## config.mk

```make
export PLATFORM = sky130hd
export DESIGN_NAME = piso_stream_flat
export DESIGN_NICKNAME = d
export VERILOG_FILES = /design/src/rtl/piso_pkg.sv /design/src/rtl/piso_stream_if.sv /design/src/rtl/piso_fifo.sv /design/src/rtl/piso_stream.sv /design/src/flat_wrapper.sv
export SDC_FILE = /design/constraint.sdc
export NUM_CORES = 1
export LEC_CHECK = 0
export ABC_CLOCK_PERIOD_IN_PS = 3100
export BUFFER_PORTS_ARGS = -buffer_cell sky130_fd_sc_hd__buf_2
export CAP_MARGIN = 0
export CORE_MARGIN = 2
export CORE_UTILIZATION = 45
export DETAILED_ROUTE_END_ITERATION = 10
export PLACE_DENSITY_LB_ADDON = 0.12
export SYNTH_ARGS = -nofsm -noshare
export SYNTH_HDL_FRONTEND = slang
export SYNTH_SLANG_ARGS = --single-unit
```

## constraint.sdc

```tcl
create_clock -name clk -period 3.1 [get_ports clk]
set_input_delay 0.62 -clock clk [delete_from_list [all_inputs] [get_ports clk]]
set_output_delay 0.62 -clock clk [all_outputs]
set_load 0.05 [all_outputs]
```

## src/rtl/piso_pkg.sv

```systemverilog
// Shared types and constants for the piso_stream serializer.
package piso_pkg;

  typedef enum logic {
    IDLE  = 1'b0,
    SHIFT = 1'b1
  } state_e;

  localparam int STUFF_RUN_LEN = 6;

  function automatic int cnt_width(input int n);
    return (n > 1) ? $clog2(n) : 1;
  endfunction

endpackage

```

## src/rtl/piso_stream_if.sv

```systemverilog
// Parallel word input and serial bit output of piso_stream, grouped as one bundle.
interface piso_stream_if #(
  parameter int DATA_WIDTH = 8
);
  logic [DATA_WIDTH-1:0] in_data;
  logic                  in_valid;
  logic                  in_last;
  logic                  in_ready;
  logic                  ser_out;
  logic                  ser_valid;
  logic                  ser_last;
  logic                  ser_stuff;
  logic                  busy;

  modport master (
    output in_data, in_valid, in_last,
    input  in_ready, ser_out, ser_valid, ser_last, ser_stuff, busy
  );

  modport slave (
    input  in_data, in_valid, in_last,
    output in_ready, ser_out, ser_valid, ser_last, ser_stuff, busy
  );
endinterface

```

## src/rtl/piso_fifo.sv

```systemverilog
// Synchronous DEPTH-entry word buffer with full/empty/count; read data is the head entry.
module piso_fifo #(
  parameter  int WIDTH = 9,
  parameter  int DEPTH = 2,
  localparam int PTR_W = $clog2(DEPTH),
  localparam int CNT_W = PTR_W + 1
) (
  input  logic             clk_i,
  input  logic             rst_i,
  input  logic             push_i,
  input  logic [WIDTH-1:0] wdata_i,
  input  logic             pop_i,
  output logic [WIDTH-1:0] rdata_o,
  output logic             full_o,
  output logic             empty_o,
  output logic [CNT_W-1:0] count_o
);
  logic [WIDTH-1:0] mem_q [DEPTH];
  logic [PTR_W-1:0] wr_ptr_q, rd_ptr_q;
  logic [CNT_W-1:0] count_q, count_d;
  logic             do_push, do_pop;

  assign full_o  = (count_q == CNT_W'(DEPTH));
  assign empty_o = (count_q == '0);
  assign count_o = count_q;
  assign rdata_o = mem_q[rd_ptr_q];
  assign do_push = push_i && !full_o;
  assign do_pop  = pop_i && !empty_o;

  always_comb begin
    count_d = count_q;
    if (do_push && !do_pop) begin
      count_d = count_q + CNT_W'(1);
    end else if (!do_push && do_pop) begin
      count_d = count_q - CNT_W'(1);
    end
  end

  // NOTE: sequential state uses non-blocking assignments so every register samples pre-edge values.
  always_ff @(posedge clk_i) begin
    if (rst_i) begin
      wr_ptr_q <= '0;
      rd_ptr_q <= '0;
      count_q  <= '0;
    end else begin
      if (do_push) wr_ptr_q <= wr_ptr_q + PTR_W'(1);
      if (do_pop)  rd_ptr_q <= rd_ptr_q + PTR_W'(1);
      count_q <= count_d;
    end
  end

  // NOTE: storage has no reset; an entry is never read before the count says it was written.
  always_ff @(posedge clk_i) begin
    if (do_push) mem_q[wr_ptr_q] <= wdata_i;
  end
endmodule

```

## src/rtl/piso_stream.sv

```systemverilog
// Buffered parallel-in/serial-out serializer, one bit per clk with gap-free word chaining.
// Optional HDLC-style zero insertion after a run of ones: define PISO_BIT_STUFF_EN.
module piso_stream
  import piso_pkg::*;
#(
  parameter int DATA_WIDTH = 8,
  parameter int DEPTH      = 2,
  parameter bit MSB_FIRST  = 1'b0
) (
  input logic          clk,
  input logic          rst,
  piso_stream_if.slave bus
);
  localparam int CNT_W  = cnt_width(DATA_WIDTH);
  localparam int FCNT_W = $clog2(DEPTH) + 1;
  localparam logic [CNT_W-1:0] LAST_BIT = CNT_W'(DATA_WIDTH - 1);

  state_e                state_q, state_d;
  logic [DATA_WIDTH-1:0] sreg_q, sreg_d;
  logic                  last_q, last_d;
  logic [CNT_W-1:0]      cnt_q, cnt_d;
  logic                  in_ready_q, in_ready_d;
  logic                  push, load, ser_bit, stuff_q;
  logic [DATA_WIDTH:0]   fifo_rdata;
  logic                  fifo_full, fifo_empty;
  logic [FCNT_W-1:0]     fifo_count, fifo_count_next;

  assign push = bus.in_valid && in_ready_q && !fifo_full;

  piso_fifo #(
    .WIDTH (DATA_WIDTH + 1),
    .DEPTH (DEPTH)
  ) u_fifo (
    .clk_i   (clk),
    .rst_i   (rst),
    .push_i  (push),
    .wdata_i ({bus.in_last, bus.in_data}),
    .pop_i   (load),
    .rdata_o (fifo_rdata),
    .full_o  (fifo_full),
    .empty_o (fifo_empty),
    .count_o (fifo_count)
  );

  // in_ready looks at the post-edge occupancy, so a pop never opens a slot in the same cycle.
  assign fifo_count_next = fifo_count + FCNT_W'(push) - FCNT_W'(load);
  assign in_ready_d      = (fifo_count_next != FCNT_W'(DEPTH));

  assign ser_bit = MSB_FIRST ? sreg_q[DATA_WIDTH-1] : sreg_q[0];

  always_comb begin
    // NOTE: every combinational output gets a default first, so no path can infer a latch.
    state_d = state_q;
    sreg_d  = sreg_q;
    last_d  = last_q;
    cnt_d   = cnt_q;
    load    = 1'b0;
    case (state_q)
      IDLE: load = !fifo_empty && !stuff_q;
      SHIFT: begin
        if (!stuff_q) begin
          if (cnt_q == LAST_BIT) begin
            load = !fifo_empty;
            if (fifo_empty) state_d = IDLE;
          end else begin
            sreg_d = MSB_FIRST ? {sreg_q[DATA_WIDTH-2:0], 1'b0}
                               : {1'b0, sreg_q[DATA_WIDTH-1:1]};
            cnt_d  = cnt_q + CNT_W'(1);
          end
        end
      end
    endcase
    if (load) begin
      state_d          = SHIFT;
      {last_d, sreg_d} = fifo_rdata;
      cnt_d            = '0;
    end
  end

  always_ff @(posedge clk) begin
    if (rst) begin
      state_q    <= IDLE;
      sreg_q     <= '0;
      last_q     <= 1'b0;
      cnt_q      <= '0;
      in_ready_q <= 1'b0;
    end else begin
      state_q    <= state_d;
      sreg_q     <= sreg_d;
      last_q     <= last_d;
      cnt_q      <= cnt_d;
      in_ready_q <= in_ready_d;
    end
  end

`ifdef PISO_BIT_STUFF_EN
  localparam int RUN_W = cnt_width(STUFF_RUN_LEN + 1);
  logic [RUN_W-1:0] run_q, run_d;
  logic             stuff_d;

  // A stuff cycle holds the shifter; the run restarts after the inserted zero.
  always_comb begin
    run_d   = '0;
    stuff_d = 1'b0;
    if (state_q == SHIFT && !stuff_q && ser_bit) begin
      if (run_q == RUN_W'(STUFF_RUN_LEN - 1)) stuff_d = 1'b1;
      else                                    run_d   = run_q + RUN_W'(1);
    end
  end

  always_ff @(posedge clk) begin
    if (rst) begin
      run_q   <= '0;
      stuff_q <= 1'b0;
    end else begin
      run_q   <= run_d;
      stuff_q <= stuff_d;
    end
  end
`else
  assign stuff_q = 1'b0;
`endif

  assign bus.in_ready  = in_ready_q;
  assign bus.ser_valid = (state_q == SHIFT) || stuff_q;
  assign bus.ser_out   = (state_q == SHIFT) && !stuff_q && ser_bit;
  assign bus.ser_last  = (state_q == SHIFT) && !stuff_q && last_q && (cnt_q == LAST_BIT);
  assign bus.ser_stuff = stuff_q;
  assign bus.busy      = !fifo_empty || (state_q == SHIFT);
endmodule

```

## src/flat_wrapper.sv

```systemverilog
// flat-port wrapper written by rule: the top's interface ports become plain ports
module piso_stream_flat import piso_pkg::*;
#(
  parameter int DATA_WIDTH = 8,
  parameter int DEPTH      = 2,
  parameter bit MSB_FIRST  = 1'b0
)
  (clk, rst, bus_in_data, bus_in_valid, bus_in_last, bus_in_ready, bus_ser_out, bus_ser_valid, bus_ser_last, bus_ser_stuff, bus_busy);
  piso_stream_if #(.DATA_WIDTH(DATA_WIDTH)) bus_i ();
  input logic clk;
  input logic rst;
  input wire logic [$bits(bus_i.in_data)-1:0] bus_in_data;
  input wire logic [$bits(bus_i.in_valid)-1:0] bus_in_valid;
  input wire logic [$bits(bus_i.in_last)-1:0] bus_in_last;
  output wire logic [$bits(bus_i.in_ready)-1:0] bus_in_ready;
  output wire logic [$bits(bus_i.ser_out)-1:0] bus_ser_out;
  output wire logic [$bits(bus_i.ser_valid)-1:0] bus_ser_valid;
  output wire logic [$bits(bus_i.ser_last)-1:0] bus_ser_last;
  output wire logic [$bits(bus_i.ser_stuff)-1:0] bus_ser_stuff;
  output wire logic [$bits(bus_i.busy)-1:0] bus_busy;
  assign bus_i.in_data = bus_in_data;
  assign bus_i.in_valid = bus_in_valid;
  assign bus_i.in_last = bus_in_last;
  assign bus_in_ready = bus_i.in_ready;
  assign bus_ser_out = bus_i.ser_out;
  assign bus_ser_valid = bus_i.ser_valid;
  assign bus_ser_last = bus_i.ser_last;
  assign bus_ser_stuff = bus_i.ser_stuff;
  assign bus_busy = bus_i.busy;
  piso_stream #(.DATA_WIDTH(DATA_WIDTH), .DEPTH(DEPTH), .MSB_FIRST(MSB_FIRST)) u_core (.clk(clk), .rst(rst), .bus(bus_i));
endmodule
```

# == Word level (Yosys, flattened, before mapping) ==
# Memories as Yosys holds them, arrays and structs flattened. A register that Yosys moved wholly into a read port is not among the register bits.
# Index checks and enable logic that the tools add are counted.
# totals
regBits,18
ramBits,18
inputBits,12
out_inout_bits,6
elab_cells,57
n_memories,1
# classes
add_sub_neg,7
n_eq_ne,4
mux,15
bitwise,2
n_reduce_logical,20
# mem_list
name,depth,width,rd,rd_clocked_by_memory_dff,wr,line,source
u_core.u_fifo.mem_q,2,9,1,1,1,piso_fifo.sv:18,logic [WIDTH-1:0] mem_q [DEPTH];
# op_table
op,n
8-bit 2-to-1 mux,3
1-bit logical AND,9
1-bit 2-to-1 mux,9
1-bit zero test,4
2-bit 2-to-1 mux,2
2-bit AND reduction,2
2-bit nonzero test,2
"3-bit by 1-bit adder with 3-bit output, second input constant",1
"3-bit equality test, second input constant",1
"1-bit adder, second input constant",2
2-bit by 1-bit adder with 2-bit output,1
"2-bit by 1-bit adder with 2-bit output, second input constant",1
"2-bit equality test, second input constant",1
2-bit zero test,1
"2-bit by 1-bit inequality test with 1-bit output, second input constant",1
"2-bit inequality test, second input constant",1
1-bit inverter,2
1-bit one-hot mux with 2 select lines,1
2-bit OR reduction,1
2-bit by 1-bit subtractor with 2-bit output,1
"2-bit by 1-bit subtractor with 2-bit output, second input constant",1
1-bit logical OR,1

# == Longest topological paths before layout ==
# logic_depth
depth_word,8
ltp_mapped,10

# == Hierarchy ==
# Synthesis repeated with hierarchy kept, for this count alone.
# unflattened
cells_unflattened,128
hier_area_um2,1617.8
# modules_own_cells
mod,n_inst,cells_per_inst,area_each_um2,seq_area_each_um2
piso_fifo,1,53,864.6,640.6
piso_stream,1,75,753.2,280.3

# == Worst setup path after synthesis ==
# OpenSTA, ideal clock, no wires.
# synth_timing
path_type,register -> register
from,register u_core.in_ready_q (netlist: u_core.bus.in_ready)
to,register u_core.in_ready_q (netlist: u_core.bus.in_ready)
setup_ns,0.132
t_arrival_ns,1.899
required_ns,2.968
slack_ns,1.069
stages_incl_launch_ff,9
path_buffers,0
period_less_slack_ns,2.031
path_cell_list,dfxtp_1 nand2_1 or2_2 ha_1 inv_1 ha_1 xnor2_1 xnor2_1 a21oi_1
# synth_via
elab_chain_len,5
# synth_lines
element,line,source
"start, declared",piso_stream.sv:22,"logic in_ready_q, in_ready_d;"
"start signal, assigned",piso_stream.sv:92,in_ready_q <= in_ready_d;
1-bit logical AND (2 in a row),piso_stream.sv:28,assign push = bus.in_valid && in_ready_q && !fifo_full;
2-bit by 1-bit adder with 2-bit output,piso_stream.sv:46,assign fifo_count_next = fifo_count + FCNT_W'(push) - FCNT_W'(load);
2-bit by 1-bit subtractor with 2-bit output,piso_stream.sv:46,
2-bit inequality test,piso_stream.sv:47,assign in_ready_d = (fifo_count_next != FCNT_W'(DEPTH));
# No other way between the ends.
# A chain may end at the register's enable or synchronous reset.

# == Worst setup path after layout ==
# layout_timing
from,register u_core.cnt_q[0]
to,register u_core.in_ready_q (netlist: u_core.bus.in_ready)
# layout_via
elab_chain_len,5
# layout_lines
element,line,source
"start, declared",piso_stream.sv:21,"logic [CNT_W-1:0] cnt_q, cnt_d;"
"start signal, assigned",piso_stream.sv:91,cnt_q <= cnt_d;
3-bit equality test,piso_stream.sv:62,if (cnt_q == LAST_BIT) begin
1-bit 2-to-1 mux,piso_stream.sv:62,
1-bit one-hot mux with 2 select lines,piso_stream.sv:58,case (state_q)
2-bit by 1-bit subtractor with 2-bit output,piso_stream.sv:46,
2-bit inequality test,piso_stream.sv:47,
# No other way between the ends.

==> metrics.md <==
| Metric | Value |
|---|---|
| Run status | `completed` |
| Peak fanout along the critical path | `13` |
| Height of the die | `63.8 um` |
| Initial cell density of the core | `47.5%` |
| Final antenna diode count | `0` |
| Average wire length per cell after detail routing | `13.1 um` |
| Cell seen most often among critical-path stages | `sky130_fd_sc_hd__ha_1` |
| Share of final-layout standard cells stronger than drive strength 1 | `23.9%` |
| Die Span X | `63.8 um` |
| Weighted congestion at the end of routability-driven global placement | `0.710` |
| CP Data Arrival Time | `2.39 ns` |
| Cell count after placement | `193` |
| Proportion of synthesized flip-flops having asynchronous set or reset | `0%` |
| Biggest cell delay along the critical path | `0.33 ns` |
| F_max | `0.461 GHz` |
| Area of the mapped netlist | `0.00161 mm2` |
| Clock buffers created by TritonCTS | `5` |
| Pre-CTS setup slack | `0.924 ns` |
| Global route total overflow | `0` |
| Slew at the pin closest to its max-slew limit | `0.816 ns` |
| Arithmetic-cell share of the synthesized area counting full adders, half adders and majority gates | `3.89%` |
| Clk pin slew, worst setup/hold paths | `0.11 ns` |
| Cell count after synthesis | `137` |
| Most common cell after layout, fill and taps aside | `sky130_fd_sc_hd__dfxtp_1` |
| Sink Count | `37` |
| # setup viols final | `0` |
| Sequential fraction of the synthesis area | `57.2%` |
| Capture point of the worst path | `u_core.bus.in_ready$_SDFF_PP0_` |
| EDFF count, synth | `18` |
| Vias in the first global route | `1062` |
| Post-synthesis share of cell area spent on and, or, nand and nor gates | `16.0%` |
| Area inside the core boundary | `0.00339 mm2` |
| Row count | `21` |
| Leakage component of the power | `0.683 nW` |
| Global router's overall resource usage | `15.1%` |
| Area enclosed by the die boundary | `0.00407 mm2` |
| Pwr per Cell Area | `964 mW/mm2` |
| Fill cell count | `303` |
| Xor and xnor area share after synthesis | `2.18%` |
| Dpl hpwl | `1.82 mm` |
| Count of hold-fix buffers inserted at cts | `0` |
| Cell at the root of the clock tree | `sky130_fd_sc_hd__clkbuf_4` |
| Register-to-Register Path Depth | `11` |
| Total of max-cap violations | `0` |
| Remaining number of nets flagged by the antenna check after routing | `0` |
| Launching element type of the critical path | `register` |
| Portion of netlist area occupied by mux cells | `1.24%` |
| Setup repair after global routing missed its margin | `no` |
| Post-layout worst setup margin | `0.930 ns` |
| Final critical delay including setup and external delays | `2.17 ns` |
| Yosys synthesis warning count | `0` |
| Post-detailed-routing wire length | `2.63 mm` |
| Startpoint of the worst register-to-register path | `u_core.cnt_q[0]$_SDFFE_PP0P_` |
| Highest ir drop seen on vdd | `401 uV` |
| CTS tree | `yes` |
| DRC marker count from the first detailed-route iteration | `31` |
| Synth Area per Inst | `11.8 um2` |
| Nets in the synthesized netlist | `154` |
| Synth Flop Type | `sky130_fd_sc_hd__dfxtp_1` |
| Deepest level of the CTS H-tree | `2` |
| Worst EP required | `3.32 ns` |
| Slew Viols, Final | `0` |
| Worst hold path class | `in -> reg` |
| Via density per instance | `5.02` |
| Master of the slowest instance on the critical path | `sky130_fd_sc_hd__dfxtp_1` |
| Combinational family with the most area after synthesis | `simple AND/OR/NAND/NOR gates` |
| Number of buffers on the longest clock path | `2` |
| DRT Pass-1 Iters | `4` |
| Boundary Pins | `18` |
| Number of port buffers | `16` |
| Layout area overhead | `10.6%` |
| Launch point of the worst path | `u_core.cnt_q[0]$_SDFFE_PP0P_` |
| Sort of element at the end of the critical path | `register` |
| Number of synthesized register bits | `37` |
| First-pass GRT wire length | `4.57 mm` |
| Post-synthesis cell type count | `34` |
| Number of antenna violations at the first check in global routing | `0` |
| Worst slack on hold paths | `0.460 ns` |
| Share of the clock period used by the worst path | `70.0%` |
| Hold Vio Cnt, Final | `0` |
| Final Skew | `0.00651 ns` |
| Area fraction in compound gates after synthesis | `14.3%` |
| Drt drc | `0` |
| Number of setup buffers added after CTS | `0` |
| Finished Layout Cells | `201` |
| Maximum number of pins on one net before global-route repair | `20` |
| Total number of nets in the final design | `171` |
| Worst-skew pair later-pin latency | `0.34 ns` |
| Capture point of the worst reg-to-reg path | `u_core.bus.in_ready$_SDFF_PP0_` |
| Most used cells in the layout excluding fill and tap cells | `19 x sky130_fd_sc_hd__dfxtp_1, 18 x sky130_fd_sc_hd__edfxtp_1, 16 x sky130_fd_sc_hd__buf_2` |
| Slew headroom | `45.4%` |
| Category of the most critical setup path | `reg -> reg` |
| Worst path cell trace | `ha_1, ha_1, nor2b_2, buf_4, nor2_1, ha_1, inv_1, ha_1, xnor2_1, xnor2_1, a21oi_1` |
| Vias after detailed routing | `1010` |
| Register-to-Register Setup Slack | `0.93 ns` |
| Total Negative Setup Slacks | `0 ns` |
| Post-cts resize count | `0` |
==> cell usage after synthesis (3+ instances only) <==
cell type                  instances  area share (%)
sky130_fd_sc_hd__edfxtp_1         18              34
sky130_fd_sc_hd__nor2_1           11             2.6
sky130_fd_sc_hd__nor2b_1           7             2.7
sky130_fd_sc_hd__buf_4             3             1.4
sky130_fd_sc_hd__inv_1             6             1.4
sky130_fd_sc_hd__nand3_1           3            0.93
sky130_fd_sc_hd__a211oi_1          4             1.9
sky130_fd_sc_hd__a21oi_1          10             3.1
sky130_fd_sc_hd__o31ai_1           3             1.4
sky130_fd_sc_hd__nand2_1           3            0.70
sky130_fd_sc_hd__nand3b_1          7             3.3
sky130_fd_sc_hd__dfxtp_1          19              24
sky130_fd_sc_hd__a211oi_2          5             3.9
sky130_fd_sc_hd__or3_1             4             1.6
sky130_fd_sc_hd__o31ai_2           4             3.1
sky130_fd_sc_hd__ha_1              5             3.9
==> where the power goes <==
group          internal [W]  switching [W]  total, W  leakage [nW]
Combinational      0.000252       0.000401  0.000653         0.322
Clock              0.000168       0.000151  0.000319        0.0399
Sequential         0.000646      0.0000986  0.000745         0.321
==> state kept, by name, indices dropped and copies added (netlist names), named ones only <==
name,cells
u_core.bus.ser_valid,1
u_core.last_q,1
u_core.u_fifo.mem_q,18
u_core.cnt_q,3
u_core.u_fifo.rd_ptr_q,1
u_core.bus.in_ready,1
u_core.sreg_q,8
u_core.u_fifo.count_o,2
u_core.u_fifo.wr_ptr_q,1
==> per-layer routing <==
metal	up-vias	wire length, um	global-route usage, %
li1	518	-	-
met1	467	1210	16.4
met2	19	1260	25.9
met3	6	108	6.34
met4	0	48	5.71
met5	-	0	0
==> worst min-delay path by stage <==
stage                     slack [ns]  cells past startpoint                    startpoint                                  end
after global routing            0.43                      1                   bus_in_last  u_core.u_fifo.mem_q[1][8]$_DFFE_PP_
after floorplan                 0.45                      2  u_core.cnt_q[1]$_SDFFE_PP0P_         u_core.cnt_q[1]$_SDFFE_PP0P_
after detailed placement        0.48                      2  u_core.cnt_q[1]$_SDFFE_PP0P_         u_core.cnt_q[1]$_SDFFE_PP0P_
final                           0.46                      1                   bus_in_last  u_core.u_fifo.mem_q[0][8]$_DFFE_PP_
after global placement          0.46                      2  u_core.cnt_q[2]$_SDFFE_PP0P_         u_core.cnt_q[2]$_SDFFE_PP0P_
after CTS                       0.45                      1                bus_in_data[5]  u_core.u_fifo.mem_q[0][5]$_DFFE_PP_
==> through the flow <==
step / total power (W) / area, um2 / utilization (%)
2_1_floorplan: 0.00130 / 1610 / -
3_3_place_gp: 0.00139 / 1710 / 50.3
3_5_place_dp: 0.00142 / 1710 / 50.3
4_1_cts: 0.00174 / 1780 / 52.5
5_1_grt: 0.00185 / 1780 / 52.5
6_report: 0.00172 / 1780 / 52.5
==> cell families after synthesis <==
logic type | after synthesis
AND/OR/NAND/NOR | 45
multiplexers | 2
AO/OA/AOI/OAI | 29
adder cells (fa/ha/maj) | 5
flip-flops | 37
XOR/XNOR | 4
other | 1
buffers and inverters | 14
==> layout make-up <==
type / count / area [um2] / area share (%)
clock buffers: 6 / 41.3 / 2.32
well taps: 46 / 57.6 / 3.23
inverters: 6 / 22.5 / 1.26
flip-flops and latches: 37 / 921 / 51.7
repair buffers: 18 / 95.1 / 5.34
multi-input cells: 86 / 609 / 34.2
clock inverters: 2 / 33.8 / 1.90
==> critical path: cells and delay by family (launching register included) <==
family | cells | cell delay [ns]
buf+inv | 2 | 0.23
simple gates | 2 | 0.22
fa+ha+maj | 4 | 0.88
xor+xnor | 2 | 0.31
flops | 1 | 0.33
compound gates | 1 | 0.09
Power figures use the tool's default switching activity.
